<file path="config.mk">
export PLATFORM = sky130hd
export DESIGN_NAME = load_store_unit
export DESIGN_NICKNAME = d
export VERILOG_FILES = /design/src/rtl/lsu_pkg.sv /design/src/rtl/lsu_lane_align.sv /design/src/rtl/load_store_unit.sv
export SDC_FILE = /design/constraint.sdc
export NUM_CORES = 1
export LEC_CHECK = 0
export CAP_MARGIN = 40
export CORE_MARGIN = 10
export CORE_UTILIZATION = 52
export CTS_CLUSTER_SIZE = 20
export DETAILED_ROUTE_END_ITERATION = 7
export PLACE_DENSITY = 0.85
export SETUP_SLACK_MARGIN = 0.2
export SYNTH_ARGS = -nofsm -noshare
export SYNTH_HDL_FRONTEND = slang
export SYNTH_SLANG_ARGS = --single-unit
</file>
<file path="constraint.sdc">
create_clock -name clk -period 5.5 [get_ports clk]
set_clock_uncertainty 0.1 [all_clocks]
set_input_delay 1.1 -clock clk [delete_from_list [all_inputs] [get_ports clk]]
set_output_delay 1.1 -clock clk [all_outputs]
set_load 0.01 [all_outputs]
</file>
<file path="src/rtl/lsu_pkg.sv">
// Shared types for the load/store unit: FSM states, funct3 codes, size decode.
package lsu_pkg;

  localparam int unsigned XLEN = 32;

  typedef enum logic [1:0] {
    ST_IDLE   = 2'd0,
    ST_ACCESS = 2'd1,
    ST_RMW_WR = 2'd2,
    ST_DONE   = 2'd3
  } lsu_state_e;

  typedef enum logic [1:0] {
    SZ_B = 2'd0,
    SZ_H = 2'd1,
    SZ_W = 2'd2
  } lsu_size_e;

  localparam logic [2:0] F3_B  = 3'b000;
  localparam logic [2:0] F3_H  = 3'b001;
  localparam logic [2:0] F3_W  = 3'b010;
  localparam logic [2:0] F3_BU = 3'b100;
  localparam logic [2:0] F3_HU = 3'b101;

  typedef struct packed {
    lsu_size_e size;
    logic      sext;
  } lsu_dec_t;

  typedef struct packed {
    logic            write;
    lsu_dec_t        dec;
    logic [1:0]      lane;
    logic [XLEN-1:0] wdata;
  } lsu_req_t;

  // Reserved funct3 encodings fall through to a full word access.
  function automatic lsu_dec_t decode_size(input logic [2:0] funct3);
    lsu_dec_t d;
    d.size = SZ_W;
    d.sext = 1'b0;
    case (funct3)
      F3_B:    begin d.size = SZ_B; d.sext = 1'b1; end
      F3_H:    begin d.size = SZ_H; d.sext = 1'b1; end
      F3_BU:   begin d.size = SZ_B; d.sext = 1'b0; end
      F3_HU:   begin d.size = SZ_H; d.sext = 1'b0; end
      default: ;
    endcase
    return d;
  endfunction

endpackage

</file>
<file path="src/rtl/lsu_lane_align.sv">
// Combinational lane logic: load extract/extend and sub-word store merge.
module lsu_lane_align
  import lsu_pkg::*;
(
  input  logic [XLEN-1:0] word_i,
  input  logic [1:0]      lane_i,
  input  lsu_size_e       size_i,
  input  logic            sext_i,
  input  logic [XLEN-1:0] wdata_i,
  output logic [XLEN-1:0] load_o,
  output logic [XLEN-1:0] merge_o
);

  logic [4:0]      shamt;
  logic [15:0]     shifted;
  logic [XLEN-1:0] mask;
  logic [XLEN-1:0] ins;

  always_comb begin
    shamt   = (size_i == SZ_H) ? {lane_i[1], 4'b0000} : {lane_i, 3'b000};
    shifted = 16'(word_i >> shamt);
    load_o  = word_i;
    mask    = '1;
    ins     = wdata_i;
    case (size_i)
      SZ_B: begin
        load_o = {{24{sext_i & shifted[7]}}, shifted[7:0]};
        mask   = XLEN'(32'h0000_00FF) << shamt;
        ins    = XLEN'(wdata_i[7:0]) << shamt;
      end
      SZ_H: begin
        load_o = {{16{sext_i & shifted[15]}}, shifted[15:0]};
        mask   = XLEN'(32'h0000_FFFF) << shamt;
        ins    = XLEN'(wdata_i[15:0]) << shamt;
      end
      default: ;
    endcase
    merge_o = (word_i & ~mask) | (ins & mask);
  end

endmodule

</file>
<file path="src/rtl/load_store_unit.sv">
// Data-memory initiator: one request at a time, RMW for sub-word stores.
// Define LSU_MISALIGN_TRAP_EN to trap misaligned half/word accesses via done_err_o.
module load_store_unit
  import lsu_pkg::*;
#(
  parameter int unsigned DATA_WIDTH     = 32,
  parameter int unsigned MEM_ADDR_WIDTH = 10
) (
  input  logic                      clk,
  input  logic                      reset,
  input  logic                      req_valid_i,
  output logic                      req_ready_o,
  input  logic                      req_write_i,
  input  logic [2:0]                req_funct3_i,
  input  logic [31:0]               req_addr_i,
  input  logic [DATA_WIDTH-1:0]     req_wdata_i,
  output logic                      done_valid_o,
  output logic [DATA_WIDTH-1:0]     done_rdata_o,
  output logic                      done_err_o,
  output logic [MEM_ADDR_WIDTH-1:0] mem_address_o,
  output logic [DATA_WIDTH-1:0]     mem_writedata_o,
  output logic                      mem_memwrite_o,
  output logic                      mem_memread_o,
  input  logic [DATA_WIDTH-1:0]     mem_readdata_i
);

  lsu_state_e                state_q, state_d;
  lsu_req_t                  req_q, req_d;
  logic [MEM_ADDR_WIDTH-1:0] widx_q, widx_d;
  logic [DATA_WIDTH-1:0]     old_q, old_d;
  logic [DATA_WIDTH-1:0]     rdata_q, rdata_d;
  lsu_dec_t                  dec_in;
  logic [1:0]                lane_in;
  logic                      wr_c, rd_c;
  logic [DATA_WIDTH-1:0]     wdata_c, align_word, load_w, merge_w;
  logic                      unused_addr_hi;

  assign dec_in         = decode_size(req_funct3_i);
  assign unused_addr_hi = ^req_addr_i[31:MEM_ADDR_WIDTH+2];

  // Low address bits that cannot be honoured for the access size are dropped.
  always_comb begin
    lane_in = req_addr_i[1:0];
    if (dec_in.size == SZ_H) lane_in[0] = 1'b0;
    if (dec_in.size == SZ_W) lane_in    = 2'b00;
  end

`ifdef LSU_MISALIGN_TRAP_EN
  logic err_q, err_d;
  logic misalign;
  assign misalign = ((dec_in.size == SZ_H) && req_addr_i[0]) ||
                    ((dec_in.size == SZ_W) && (req_addr_i[1:0] != 2'b00));
  assign done_err_o = err_q;
`else
  assign done_err_o = 1'b0;
`endif

  assign align_word = (state_q == ST_RMW_WR) ? old_q : mem_readdata_i;

  lsu_lane_align u_align (
    .word_i  (align_word),
    .lane_i  (req_q.lane),
    .size_i  (req_q.dec.size),
    .sext_i  (req_q.dec.sext),
    .wdata_i (req_q.wdata),
    .load_o  (load_w),
    .merge_o (merge_w)
  );

  always_ff @(posedge clk) begin
    if (reset) begin
      state_q <= ST_IDLE;
      req_q   <= '0;
      widx_q  <= '0;
      old_q   <= '0;
      rdata_q <= '0;
`ifdef LSU_MISALIGN_TRAP_EN
      err_q   <= 1'b0;
`endif
    end else begin
      state_q <= state_d;
      req_q   <= req_d;
      widx_q  <= widx_d;
      old_q   <= old_d;
      rdata_q <= rdata_d;
`ifdef LSU_MISALIGN_TRAP_EN
      err_q   <= err_d;
`endif
    end
  end

  always_comb begin
    state_d = state_q;
    req_d   = req_q;
    widx_d  = widx_q;
    old_d   = old_q;
    rdata_d = rdata_q;
    wr_c    = 1'b0;
    rd_c    = 1'b0;
    wdata_c = '0;
`ifdef LSU_MISALIGN_TRAP_EN
    err_d   = err_q;
`endif
    case (state_q)
      ST_IDLE: begin
        if (req_valid_i) begin
          req_d.write = req_write_i;
          req_d.dec   = dec_in;
          req_d.lane  = lane_in;
          req_d.wdata = req_wdata_i;
          widx_d      = req_addr_i[MEM_ADDR_WIDTH+1:2];
          state_d     = ST_ACCESS;
`ifdef LSU_MISALIGN_TRAP_EN
          err_d = misalign;
          if (misalign) begin
            state_d = ST_DONE;
            rdata_d = '0;
          end
`endif
        end
      end
      ST_ACCESS: begin
        if (!req_q.write) begin
          rd_c    = 1'b1;
          rdata_d = load_w;
          state_d = ST_DONE;
        end else if (req_q.dec.size == SZ_W) begin
          wr_c    = 1'b1;
          wdata_c = req_q.wdata;
          rdata_d = '0;
          state_d = ST_DONE;
        end else begin
          rd_c    = 1'b1;
          old_d   = mem_readdata_i;
          state_d = ST_RMW_WR;
        end
      end
      ST_RMW_WR: begin
        wr_c    = 1'b1;
        wdata_c = merge_w;
        rdata_d = '0;
        state_d = ST_DONE;
      end
      ST_DONE: begin
        state_d = ST_IDLE;
`ifdef LSU_MISALIGN_TRAP_EN
        err_d   = 1'b0;
`endif
      end
      default: state_d = ST_IDLE;
    endcase
  end

  assign req_ready_o     = (state_q == ST_IDLE);
  assign done_valid_o    = (state_q == ST_DONE);
  assign done_rdata_o    = rdata_q;
  assign mem_address_o   = (state_q == ST_IDLE) ? '0 : widx_q;
  assign mem_writedata_o = wdata_c;
  // Strobes are killed by reset so an interrupted RMW never lands a write.
  assign mem_memwrite_o  = wr_c & ~reset;
  assign mem_memread_o   = rd_c & ~reset;

endmodule

</file>
==> impl_metrics.toml <==
[outcome]
status = "finished, final reports clean"

[setup_path]
cp_max_fo = 30
worstSetupEndpointType = "output pin"
cp-start-kind = "flip-flop"
cp.arrival_ps = 3660
path_class = "reg -> out"
required_ps = 4300

[global_route]
grt_max_degree = 51
overflow = 0
grt_pass1_wl_um = 34900
grt_pass1_vias = 6338
grt_use_total_pct = 24.5
antenna_found_initial = 0

[yosys]
synth-seq-cells = 114
synthesis.area_um2 = 6480
synth_cell_types = 48
synth_top_flop_cell = "dfxtp_1"
synth-edff-count = 0
synth.avg_cell_area_um2 = 7.64
synth_warnings = 0
synthArstFlopShare_pct = 0
ys_seq_area_share_pct = 35.2
mappedNetlistNets = 955
syn_inst = 848

[clocking]
insertion_delay_ps = 420
post-cts-setup-buffers = 0
cts_buffers = 17
cts_root_buf = "clkbuf_16"
ctsHoldBuffers = 0
clock_sinks = 114
path_clk_slew_ps = 50
h-tree-depth = 4
cts_max_path_buffers = 2
cts_tree = "built"
cts_resized = 0

[finish]
final_nets = 1073
mostFrequentLayoutCell = "nand2_1"
layout_common_cells = "nand2_1, clkdlybuf4s50_1, dfxtp_1"
design_area_um2 = 8620
postLayoutCoreUtil_pct = 71.2
antennaDiodeCount = 0
syn_to_final_growth_pct = 33.1
layout-drive-gt1-share_pct = 7.46

[place]
port_buffers = 160
hpwl_um = 15700
placed_area_um2 = 8060
place.gp.congestion = 0.960
dpl_worst_slack_ps = 1170

[drt]
drc_errors = 0
wire_per_inst_um = 19.4
via_per_inst = 5.94
antenna_left = 0
drtIter0Drc = 876
drt-total-wl_um = 22200
vias = 6808
first_pass_iters = 7

[sta]
slew_violations = 0
finalCritPeriodShare_pct = 88.4
tightest_slew_ps = 900
fin_ws_ps = 639
finalCriticalPeriod_ps = 4860
relSlewSlack_pct = 40.0
fmax_ghz = 0.206
setup_viol = 0
hold_viol = 0
fin_tns_setup_ps = 0
rsz0062_at_grt = "false"

[die]
die_area_um2 = 17300
die_h_um = 132
initial_utilization_pct = 53.5
die_x_um = 132
num_io_pins = 182
core_area_um2 = 12100
rows = 40

[pwr]
peakVddDrop_mv = 0.207
switchingPower_w = 0.00111
netSwitchingFraction_pct = 34.9
leakage_nw = 2.97
comb_power_share_pct = 33.3
p_seq_share_pct = 33.5
total_power_w = 0.00319
p_int_w = 0.00208
p_clk_share_pct = 33.2
power.density_nw_per_um2 = 370

[min_path]
hold_path_class = "reg -> reg"

[job]
max_cap_violations = 0
## path summary, 6_finish.rpt
| kind | endpoint | cells after the start | start | slack [ps] |
|---|---|---|---|---|
| setup / recovery | mem_writedata_o[23] | 6 | req_q[35] | 640 |
| hold / removal | widx_q[2] | 2 | widx_q[2] | 350 |
| setup reg to reg | done_rdata_o[30] | 6 | state_q[1] | 2230 |
| hold reg to reg | widx_q[2] | 2 | widx_q[2] | 350 |
## layer usage
metal / vias up / wire length (um) / global-route usage [%]
met3: 57 / 2120 / 8.31
met2: 361 / 10400 / 39.1
met1: 3149 / 9020 / 30.5
li1: 3241 / - / -
met4: 0 / 643 / 7.35
met5: - / 0 / 0
## cell usage after synthesis, types with 2 or more instances
library cell / n / area, um2
a211oi_1: 7 / 52.6
a21boi_0: 37 / 278
a21oi_1: 100 / 500
a221o_1: 11 / 110
a222oi_1: 4 / 40.0
a22o_1: 7 / 61.3
a22oi_1: 22 / 165
a31oi_1: 20 / 125
and2_1: 13 / 81.3
and3_1: 11 / 68.8
buf_1: 7 / 26.3
buf_2: 16 / 80.1
buf_4: 4 / 30.0
buf_6: 4 / 45.0
clkbuf_1: 41 / 154
dfxtp_1: 114 / 2280
ha_1: 4 / 50.1
inv_1: 7 / 26.3
mux2_2: 20 / 225
mux2_4: 3 / 45.0
mux2i_1: 25 / 250
nand2_1: 203 / 762
nand2b_1: 6 / 37.5
nand3_1: 11 / 55.1
nand3_2: 2 / 20.0
nand3b_1: 6 / 45.0
nor2_1: 29 / 109
nor2_2: 3 / 18.8
nor2b_1: 19 / 119
nor3_1: 9 / 45.0
o211a_1: 7 / 70.1
o211ai_1: 15 / 113
o21a_1: 8 / 60.1
o21ai_0: 34 / 170
o21ai_1: 2 / 10.0
o221ai_1: 4 / 35.0
or2_2: 2 / 12.5
## logic make-up after synthesis
| family | after synthesis | synth area share (%) |
|---|---|---|
| adders and majority gates | 4 | 0.773 |
| AOI/OAI and AO/OA | 286 | 28.9 |
| buffers and inverters | 79 | 5.58 |
| and+or+nand+nor | 316 | 21.5 |
| other | 1 | 0.0579 |
| DFF | 114 | 35.2 |
| muxes | 48 | 8.04 |
## power by group through the flow
stage / Combinational, W / Sequential, W / Clock, W
2_1_floorplan: 0.000692 / 0.00104 / 0
3_3_place_gp: 0.000995 / 0.00108 / 0
3_5_place_dp: 0.00104 / 0.00108 / 0
4_1_cts: 0.00105 / 0.00106 / 0.00106
5_1_grt: 0.00115 / 0.00108 / 0.00110
6_report: 0.00106 / 0.00107 / 0.00106
## critical path: stages (launching register included)
cell             delay, ps
dfxtp_1                730
nand2b_1               490
and2_4                 440
o21ai_1                600
o211ai_1               140
a21boi_0               260
clkdlybuf4s50_1        580
## state kept, by name, indices dropped and copies added (netlist names)
signal        cells
state_q           2
old_q            32
widx_q           10
req_q            38
done_rdata_o     32
## metrics by stage
step	hold WS (ps)	instances
4_1_cts	349	1146
3_3_place_gp	337	1113
3_5_place_dp	342	1115
6_report	351	1146
2_1_floorplan	332	848
5_1_grt	372	1146
## cell type report
| class | instances | area [um2] |
|---|---|---|
| multi-input combinational | 655 | 3840 |
| clock inverter | 5 | 77.6 |
| fill | 994 | 3490 |
| sequential | 114 | 2280 |
| clock buffer | 26 | 479 |
| inverter | 7 | 26.3 |
| tap | 168 | 210 |
| timing repair buffer | 171 | 1710 |
Note: power is estimated with default switching activity, not from simulation.
